--- src/rtl/mem_bus_arbiter_pkg.sv ---
// Shared types for the data-side bus arbiter: FSM states, owner encoding, latched request payload.
// Latency: n/a (types and helpers only).
// Backpressure: n/a.
package mem_bus_arbiter_pkg;

  typedef enum logic [1:0] {
    ARB_IDLE  = 2'd0,
    ARB_ISSUE = 2'd1,
    ARB_RESP  = 2'd2
  } arb_state_t;

  localparam logic ARB_M0 = 1'b0;
  localparam logic ARB_M1 = 1'b1;

  // Payload captured from the winning master in IDLE and replayed on the bus in ISSUE.
  typedef struct packed {
    logic [31:0] addr;
    logic [31:0] wdata;
    logic [3:0]  byteen;
  } bus_req_t;

  // M1 wins when it is the only requester, or when it has aged out against M0.
  function automatic logic pick_m1(input logic m0_req, input logic m1_req, input logic age_sat);
    return m1_req && (!m0_req || age_sat);
  endfunction

endpackage

--- src/rtl/mem_bus_arbiter_age_counter.sv ---
// Saturating starvation counter for the low-priority master.
// Latency: count updates one cycle after inc/clr; sat is combinational from the count.
// Backpressure: none; clr has priority over inc, inc is ignored once saturated.
//
// Ports:
//   clk, rst_n  clock, asynchronous active-low reset
//   inc, clr    increment / clear requests
//   count       current age
//   sat         count has reached MAX_WAIT
module arb_age_counter #(
  parameter  int MAX_WAIT = 8,
  localparam int W        = $clog2(MAX_WAIT + 1)
) (
  input  logic         clk,
  input  logic         rst_n,
  input  logic         inc,
  input  logic         clr,
  output logic [W-1:0] count,
  output logic         sat
);

  assign sat = (count == W'(MAX_WAIT));

  always_ff @(posedge clk or negedge rst_n) begin
    if (!rst_n) begin
      count <= '0;
    end else if (clr) begin
      count <= '0;
    end else if (inc && !sat) begin
      count <= count + 1'b1;
    end
  end

endmodule

--- src/rtl/mem_bus_arbiter.sv ---
// Two-master arbiter for the data-side decoder bus: M0 (CPU MEM) fixed priority, M1 aged in after MAX_WAIT losses.
// Latency: request sampled in IDLE at N -> bus_valid at N+1 -> one-cycle ack with registered rdata at N+2.
// Backpressure: none; one transaction per 3 cycles, payload latched at grant, masters must drop req on ack.
//
// Ports:
//   clk, reset                      clock, asynchronous active-low reset (0 = reset)
//   m{0,1}_req/addr/wdata/byteen    master requests (byteen 0 = read)
//   m{0,1}_ack/rdata                one-cycle completion pulse, rdata valid only with ack
//   bus_valid/addr/wdata/byteen     decoder-side transaction, all zero outside ISSUE
//   bus_rdata                       decoder read data, sampled during ISSUE
//   bus_owner                       master owning the current ISSUE/RESP (0 = M0, 1 = M1)
//   busy                            arbiter is not IDLE
module mem_bus_arbiter
  import mem_bus_arbiter_pkg::*;
#(
  parameter int MAX_WAIT = 8
) (
  input  logic        clk,
  input  logic        reset,
  input  logic        m0_req,
  input  logic [31:0] m0_addr,
  input  logic [31:0] m0_wdata,
  input  logic [3:0]  m0_byteen,
  output logic        m0_ack,
  output logic [31:0] m0_rdata,
  input  logic        m1_req,
  input  logic [31:0] m1_addr,
  input  logic [31:0] m1_wdata,
  input  logic [3:0]  m1_byteen,
  output logic        m1_ack,
  output logic [31:0] m1_rdata,
  output logic        bus_valid,
  output logic [31:0] bus_addr,
  output logic [31:0] bus_wdata,
  output logic [3:0]  bus_byteen,
  input  logic [31:0] bus_rdata,
  output logic        bus_owner,
  output logic        busy
);

  localparam int AGE_W = $clog2(MAX_WAIT + 1);

  arb_state_t  state_q, state_d;
  bus_req_t    req_q;
  logic        owner_q;
  logic [31:0] rdata_q;

  logic             in_idle;
  logic             any_req;
  logic             take_m1;
  logic             age_inc, age_clr, age_sat;
  logic [AGE_W-1:0] age_count;

  assign in_idle = (state_q == ARB_IDLE);
  assign any_req = m0_req || m1_req;
  assign take_m1 = pick_m1(m0_req, m1_req, age_sat);

  // Age only moves while arbitrating: it counts M1 losses and resets on an M1
  // grant or whenever M1 stops asking, so a stale count can never force M1 later.
  assign age_inc = in_idle && m1_req && m0_req && !take_m1;
  assign age_clr = in_idle && (!m1_req || take_m1);

  arb_age_counter #(
    .MAX_WAIT (MAX_WAIT)
  ) u_age (
    .clk   (clk),
    .rst_n (reset),
    .inc   (age_inc),
    .clr   (age_clr),
    .count (age_count),
    .sat   (age_sat)
  );

  always_ff @(posedge clk or negedge reset) begin
    if (!reset) begin
      state_q <= ARB_IDLE;
    end else begin
      state_q <= state_d;
    end
  end

  always_comb begin
    state_d = state_q;
    case (state_q)
      ARB_IDLE:  if (any_req) state_d = ARB_ISSUE;
      ARB_ISSUE: state_d = ARB_RESP;
      ARB_RESP:  state_d = ARB_IDLE;
      default:   state_d = ARB_IDLE;
    endcase
  end

  // Payload and owner are frozen at grant so the masters may change or drop
  // their request lines while the transaction is in flight.
  always_ff @(posedge clk or negedge reset) begin
    if (!reset) begin
      req_q   <= '0;
      owner_q <= ARB_M0;
    end else if (in_idle && any_req) begin
      owner_q <= take_m1 ? ARB_M1 : ARB_M0;
      if (take_m1) begin
        req_q <= '{addr: m1_addr, wdata: m1_wdata, byteen: m1_byteen};
      end else begin
        req_q <= '{addr: m0_addr, wdata: m0_wdata, byteen: m0_byteen};
      end
    end
  end

  // Decoder data is only meaningful during ISSUE; capture it there for the ack cycle.
  always_ff @(posedge clk or negedge reset) begin
    if (!reset) begin
      rdata_q <= '0;
    end else if (state_q == ARB_ISSUE) begin
      rdata_q <= bus_rdata;
    end
  end

  // Outputs decode straight from the state register so an async reset clears
  // the bus and acks in the same cycle.
  assign bus_valid  = (state_q == ARB_ISSUE);
  assign bus_addr   = bus_valid ? req_q.addr   : 32'h0;
  assign bus_wdata  = bus_valid ? req_q.wdata  : 32'h0;
  assign bus_byteen = bus_valid ? req_q.byteen : 4'h0;
  assign bus_owner  = owner_q;
  assign busy       = !in_idle;

  assign m0_ack   = (state_q == ARB_RESP) && (owner_q == ARB_M0);
  assign m1_ack   = (state_q == ARB_RESP) && (owner_q == ARB_M1);
  assign m0_rdata = m0_ack ? rdata_q : 32'h0;
  assign m1_rdata = m1_ack ? rdata_q : 32'h0;

endmodule

--- config.mk ---
export PLATFORM = sky130hd
export DESIGN_NAME = mem_bus_arbiter
export DESIGN_NICKNAME = d
export VERILOG_FILES = /design/src/rtl/mem_bus_arbiter_pkg.sv /design/src/rtl/mem_bus_arbiter_age_counter.sv /design/src/rtl/mem_bus_arbiter.sv
export SDC_FILE = /design/constraint.sdc
export NUM_CORES = 1
export LEC_CHECK = 0
export BUFFER_PORTS_ARGS = -buffer_cell sky130_fd_sc_hd__clkbuf_2
export CORE_ASPECT_RATIO = 0.7
export CORE_MARGIN = 1.5
export CORE_UTILIZATION = 46
export CTS_CLUSTER_DIAMETER = 120
export DETAILED_ROUTE_END_ITERATION = 10
export PLACE_DENSITY_LB_ADDON = 0.12
export RECOVER_POWER = 100
export SYNTH_ARGS = -nofsm -noshare
export SYNTH_HDL_FRONTEND = slang
export SYNTH_HIERARCHICAL = 1
export SYNTH_SLANG_ARGS = --single-unit
export TNS_END_PERCENT = 1
--- constraint.sdc ---
create_clock -name clk -period 2.5 [get_ports clk]
set_input_delay 0.375 -clock clk [delete_from_list [all_inputs] [get_ports clk]]
set_output_delay 0.375 -clock clk [all_outputs]
set_load 0.01 [all_outputs]
==> reports/qor.csv, run 1 <==
stage;metric;value;unit
outcome;status;complete, no violations;
global_route;total gr overflow;0;
synth;Synth Cell Area;5940;um^2
sta;Tightest Pin Transition;1.14;ns
route;Vias;5893;
layout;share of layout cells above drive strength 1;34.9;%
floorplanning;I/O pin cnt;309;
layout;Diodes inserted;0;
route;Routed WL;18.0;mm
worst_setup_path;FF-to-FF path depth;8;
synth;Syn Nets;822;
flow_run;Max-Cap Viols;0;
route;ANT nets after route;0;
clocking;Hold-fix buffers, CTS;0;
worst_setup_path;critical path type;flop to primary output;
worst_setup_path;Top delay family on crit path;buffers and inverters;
global_route;global-route wire length before repair;28.5;mm
power_and_ir_drop;Max VDD drop;0.504;mV
floorplanning;Initial Util;47.5;%
clocking;Post CTS Setup Buffer Count;0;
min_path;Hold WC Path Type;primary input to asynchronous set/reset pin;
route;Avg WL per Cell;16.7;um
floorplanning;DIE AREA;13600;um^2
placement;gpl congestion;0.896;
clocking;CTS tree;done;
clocking;Max Root-Sink Buffers;2;
placement;PortBufs;308;
worst_setup_path;crit start category;flop;
global_route;vias in the first global route;5620;
layout;Post-layout nets;1087;
floorplanning;Die H;98.1;um
worst_setup_path;Worst path max stage delay;0.43;ns
sta;final period utilization;88.5;%
clocking;# resized after CTS;0;
sta;Worst slew margin;24.3;%
sta;Final min period;2.21;ns
global_route;initial antenna violation count;0;
worst_setup_path;worst path buffer plus inverter count;2;
synth;syn avg cell area;9.17;um^2
route;vias per cell;5.46;
floorplanning;Core Rows;34;
layout;Non-Filler Instances;1080;
sta;worst hold slack;0.242;ns
route;DR DRC count;0;
power_and_ir_drop;total power;0.00821;W
sta;Final Max Slew Viols;0;
clocking;CTS H-tree depth;3;
synth;Cells after Synth;648;
placement;hpwl dp;12.4;mm
worst_setup_path;Data arrival, critical path;1.84;ns
worst_setup_path;CP Max Fanout;65;
sta;f_max;452;MHz
clocking;cts bufs inserted;9;
sta;Fin. Hold Viols;0;
worst_setup_path;Data required, critical path;2.12;ns
route;TritonRoute pass-1 iters;5;
global_route;Tot GR Track Use;25.7;%
global_route;pin count of the biggest net entering global routing;69;
sta;number of setup violations in the final report;0;
placement;Placed Cells incl. Taps;1064;
sta;Setup Skew;0.00624;ns
clocking;clock sink total;107;
layout;commonest non-fill, non-tap cells in the layout;clkbuf_2, dfrtp_1, and2_1, nand3_1, a31oi_1;
layout;P&R area growth vs syn;29.1;%
clocking;clock-pin transition on the worst setup and hold timing paths;0.07;ns
sta;Setup TNS;0;ns
sta;RSZ-0062 raised after global routing;false;
clocking;root buffer selected by CTS;clkbuf_16;
clocking;later-pin clock latency in the skew report;0.34;ns
route;DRT iter0 DRCs;314;
worst_setup_path;crit path cell chain;nor2b_1 -> buf_12 -> and2_1 -> clkbuf_1;
synth;Synth async-reset ratio;100;%
power_and_ir_drop;leakage;3.46;nW
synth;Post-synth EDFFs;0;
layout;most common cell after layout, fill and taps aside;clkbuf_2;
synth;Yosys Warn Count;6;
worst_setup_path;Crit-path slowest cell;dfrtp_1;
floorplanning;die width;139;um
synth;Yosys reg bits;107;
synth;ys flop type;dfrtp_1;
synth;sequential share of the synthesized area;45.1;%
power_and_ir_drop;Pwr Density;1070;nW/um^2
worst_setup_path;R2R Path End;req_q[21];
synth;post-synth cell types;36;
worst_setup_path;R2R Path Start;u_age/count[0];
worst_setup_path;flop2flop setup slack;0.38;ns
worst_setup_path;endpoint type of the worst setup path;primary output;
floorplanning;core area;12500;um^2
==> synth_stat cells, types with 4 or more instances <==
cell | instances | area share, %
a21oi_1 | 60 | 5.1
a21oi_2 | 10 | 1.5
a31oi_1 | 68 | 7.2
and2_1 | 132 | 14
buf_2 | 15 | 1.3
buf_4 | 4 | 0.51
buf_6 | 7 | 1.3
clkbuf_1 | 37 | 2.3
clkbuf_2 | 5 | 0.42
dfrtp_1 | 107 | 45
mux2_2 | 30 | 5.7
nand3_1 | 68 | 5.7
nor2_1 | 5 | 0.32
o21ai_0 | 60 | 5.1
o21ai_1 | 9 | 0.76
==> power breakdown <==
group	internal [W]	total, W	switching [W]	leakage (nW)
logic	0.00161	0.00375	0.00214	2.09
registers	0.00259	0.00308	0.000486	1.22
clock network	0.000715	0.00138	0.000664	0.144
total	0.00492	0.00821	0.00329	3.46
==> flip-flops by register name (all words and copies together), names as in the netlist <==
signal	flops
bus_owner	1
rdata_q	32
req_q	68
state_q	2
u_age/count	4
==> metrics by stage <==
stage | setup WS [ns] | util, % | cell area (um^2)
after floorplan | 0.345 | - | 5940
after global placement | 0.559 | 60.0 | 7500
after detailed placement | 0.481 | 60.0 | 7500
after CTS | 0.427 | 62.2 | 7780
after global routing | 0.123 | 61.3 | 7670
final | 0.287 | 61.3 | 7670
==> metal layers <==
layer  global-route usage (%)  routed length [um]  vias up  part of all wire [%]
met4                     5.53                 220        0                   1.2
met1                     34.3                7810     2812                    43
li1                         -                   -     2816                     -
met2                     43.5                8860      246                    49
met5                        0                   0        -                     0
met3                     5.20                1150       19                   6.4
==> final cells by class <==
| type | count | area [um^2] |
|---|---|---|
| Clock inverter | 6 | 45.0 |
| Tap cell | 162 | 203 |
| Sequential cell | 107 | 2680 |
| Multi-Input combinational cell | 468 | 2890 |
| Timing Repair Buffer | 323 | 1600 |
| Clock buffer | 10 | 239 |
| Fill cell | 1171 | 4840 |
| Inverter | 4 | 15.0 |
==> worst register-to-register path, delay by kind of cell, from the launching register on <==
| family | cells | cell delay, ns |
|---|---|---|
| buffers and inverters | 2 | 0.76 |
| AO/OA/AOI/OAI | 1 | 0.23 |
| AND/OR/NAND/NOR | 4 | 0.50 |
| flip-flops | 1 | 0.41 |
| adder cells (fa/ha/maj) | 1 | 0.15 |
==> cells by family after synthesis <==
| group | Yosys count | synth area share (%) |
|---|---|---|
| and+or+nand+nor | 222 | 22.0 |
| AOI/OAI and AO/OA | 209 | 19.8 |
| DFF | 107 | 45.1 |
| buffers and inverters | 73 | 6.17 |
| muxes | 34 | 6.49 |
| adders and majority gates | 2 | 0.421 |
| xor gates and xnor gates | 1 | 0.147 |
==> how the worst max path moves through the flow <==
stage               slack, ns              to  depth (start not counted)            from
finish                   0.29   bus_wdata[22]                          4      state_q[0]
floorplan                0.34  u_age/count[0]                         11  u_age/count[0]
global placement         0.56       req_q[18]                          8  u_age/count[0]
detailed placement       0.48       req_q[21]                          8  u_age/count[0]
global route             0.12     m0_rdata[9]                          4      state_q[0]
CTS                      0.43   bus_wdata[22]                          4      state_q[0]
(Power assumes the default switching activity.)
==> run 2, diff against run 1 <==
--- a/config.mk
+++ b/config.mk
@@ -15,6 +15,5 @@
 export RECOVER_POWER = 100
 export SYNTH_ARGS = -nofsm -noshare
 export SYNTH_HDL_FRONTEND = slang
-export SYNTH_HIERARCHICAL = 1
 export SYNTH_SLANG_ARGS = --single-unit
 export TNS_END_PERCENT = 1
==> run 2 against run 1 <==
Compared with the run above: global-route usage barely moved; clock power is 7% higher; combinational power is 5.9% higher; largest power group unchanged.
==> reports/qor.csv, run 2 <==
stage;metric;value;unit
sta;Final Max Slew Viols;0;
synth;Synth Cell Area;6050;um^2
global_route;Tot GR Track Use;25.7;%
layout;commonest non-fill, non-tap cells in the layout;clkbuf_2, dfrtp_1, inv_1, and2_1, nand3_1;
power_and_ir_drop;Max VDD drop;0.493;mV
synth;Yosys reg bits;107;
power_and_ir_drop;Reg power frac;36.0;%
placement;Placed Cells incl. Taps;1064;
placement;gpl congestion;0.823;
sta;Setup TNS;0;ns
worst_setup_path;worst path buffer plus inverter count;2;
power_and_ir_drop;leakage;3.80;nW
layout;area taken by multi-input logic gates;2760;um^2
clocking;clock sink total;107;
layout;register area;2680;um^2
placement;PortBufs;308;
placement;hpwl dp;12.9;mm
global_route;total gr overflow;0;
synth;syn avg cell area;9.39;um^2
synth;sequential share of the synthesized area;44.3;%
worst_setup_path;critical path type;flop to primary output;
sta;RSZ-0062 raised after global routing;false;
clocking;# resized after CTS;0;
synth;Syn Nets;818;
synth;Cells after Synth;644;
layout;Largest Register;req_q;
clocking;cts bufs inserted;9;
synth;top post-synthesis cells by area;dfrtp_1, and2_1, o221ai_1, nand4_1, mux2_2;
clocking;Hold-fix buffers, CTS;0;
outcome;status;complete, no violations;
clocking;Post CTS Setup Buffer Count;0;
worst_setup_path;Data arrival, critical path;1.91;ns
route;DR DRC count;0;
sta;Tightest Pin Transition;1.19;ns
clocking;CTS H-tree depth;3;
clocking;clock-pin transition on the worst setup and hold timing paths;0.07;ns
route;Routed WL;18.0;mm
synth;post-synth cell types;29;
worst_setup_path;Worst path max stage delay;0.47;ns
route;Vias;5918;
layout;most common cell after layout, fill and taps aside;clkbuf_2;
route;vias per cell;5.48;
layout;Diodes inserted;0;
worst_setup_path;crit path cell chain;nor3b_1 -> clkbuf_2 -> and2_1 -> clkbuf_1;
global_route;pin count of the biggest net entering global routing;83;
flow_run;Max-Cap Viols;0;
synth;count leader, synth;and2_1;
floorplanning;die width;140;um
floorplanning;core area;12600;um^2
layout;Largest regs;req_q x68, rdata_q x32, u_age.count x4;
synth;Post-synth EDFFs;0;
power_and_ir_drop;Pwr Density;1090;nW/um^2
power_and_ir_drop;switching pwr;0.00342;W
power_and_ir_drop;clock network power share;17.3;%
global_route;global-route wire length before repair;28.5;mm
synth;Synth async-reset ratio;100;%
synth;post-synth top area share;44.3;%
synth;Yosys Warn Count;0;
power_and_ir_drop;Comb pwr share;46.7;%
synth;ys flop type;dfrtp_1;
route;Avg WL per Cell;16.7;um
global_route;vias in the first global route;5791;
worst_setup_path;endpoint type of the worst setup path;primary output;
sta;number of setup violations in the final report;0;
synth;area leader, netlist;dfrtp_1;
sta;f_max;438;MHz
worst_setup_path;Top delay family on crit path;buffers and inverters;
worst_setup_path;crit start category;flop;
sta;Final min period;2.28;ns
route;TritonRoute pass-1 iters;5;
power_and_ir_drop;P_int;0.00508;W
floorplanning;I/O pin cnt;309;
sta;final period utilization;91.3;%
clocking;later-pin clock latency in the skew report;0.34;ns
global_route;initial antenna violation count;0;
layout;Post-layout nets;1087;
power_and_ir_drop;sw frac;40.3;%
layout;share of layout cells above drive strength 1;34.9;%
layout;max reg flops;68;
layout;P&R area growth vs syn;29.5;%
route;ANT nets after route;0;
worst_setup_path;Data required, critical path;2.12;ns
clocking;Max Root-Sink Buffers;2;
layout;Non-Filler Instances;1080;
floorplanning;Die H;98.9;um
worst_setup_path;CP Max Fanout;33;
floorplanning;DIE AREA;13900;um^2
sta;Worst slew margin;20.8;%
layout;fillcell total;1121;
clocking;CTS tree;done;
floorplanning;Core Rows;34;
worst_setup_path;Crit-path slowest cell;clkbuf_2;
floorplanning;Initial Util;47.9;%
synth;commonest cells in the netlist;and2_1, dfrtp_1, inv_1;
route;DRT iter0 DRCs;253;
sta;Fin. Hold Viols;0;
clocking;root buffer selected by CTS;clkbuf_16;
sta;Setup Skew;0.00968;ns
min_path;Hold WC Path Type;primary input to asynchronous set/reset pin;
==> run 2: per-layer routing <==
| metal | up-vias | share of wire [%] | GRT usage, % |
|---|---|---|---|
| met5 | - | 0 | 0 |
| met4 | 0 | 2.1 | 8.26 |
| met3 | 34 | 5.9 | 4.71 |
| met2 | 237 | 50 | 44.1 |
| met1 | 2829 | 42 | 33.1 |
| li1 | 2818 | - | - |
==> run 2: layout make-up <==
| class | instances | area share (%) |
|---|---|---|
| Multi-Input combinational cell | 394 | 35.2 |
| Sequential cell | 107 | 34.2 |
| Timing Repair Buffer | 328 | 20.5 |
| Inverter | 73 | 3.50 |
| Clock buffer | 10 | 3.05 |
| Tap cell | 162 | 2.59 |
| Clock inverter | 6 | 0.927 |
==> run 2: cell families (layout without fill, tap and decap cells) <==
logic type      after synthesis  count (layout)  share of synthesized area [%]
compound gates               73              73                           10.4
fa+ha+maj                     2               2                          0.414
buf+inv                     143             417                           10.5
flops                       107             107                           44.3
mux                          35              35                           6.48
simple gates                284             284                           27.9
==> run 2: worst register-to-register path, stage by stage, from the launching register on <==
cell and delay, ns:
dfrtp_1 0.45, nor2_1 0.40, and2_0 0.22, clkbuf_2 0.71, o221ai_1 0.25
==> run 2: worst paths after layout <==
path / from / to / slack, ns / depth (start not counted)
setup / recovery: state_q[1] / m1_rdata[27] / 0.22 / 4
hold / removal: reset / req_q[57] / 0.26 / 1
setup reg to reg: state_q[1] / req_q[20] / 0.31 / 4
hold reg to reg: rdata_q[29] / rdata_q[29] / 0.52 / 1
max in group asynchronous: reset / rdata_q[28] / 0.55 / 2
min in group clk: bus_rdata[14] / rdata_q[14] / 0.26 / 2
==> run 2: per-stage QoR <==
step	hold WS, ns	total power (W)	util, %	setup WS, ns	area [um^2]
6_report	0.260	0.00850	62.0	0.216	7830
5_1_grt	0.249	0.00915	62.0	0.0770	7830
4_1_cts	0.0581	0.00873	63.1	0.259	7970
3_5_place_dp	0.434	0.00724	60.6	0.642	7660
3_3_place_gp	0.435	0.00708	60.6	0.730	7660
2_1_floorplan	0.0794	0.00590	-	0.794	6050
==> run 2: power groups by stage <==
stage | logic, W | registers, W | clock network [W]
3_3_place_gp | 0.00402 | 0.00306 | 0
6_report | 0.00397 | 0.00306 | 0.00147
2_1_floorplan | 0.00302 | 0.00288 | 0
5_1_grt | 0.00441 | 0.00318 | 0.00156
4_1_cts | 0.00416 | 0.00306 | 0.00151
3_5_place_dp | 0.00416 | 0.00308 | 0
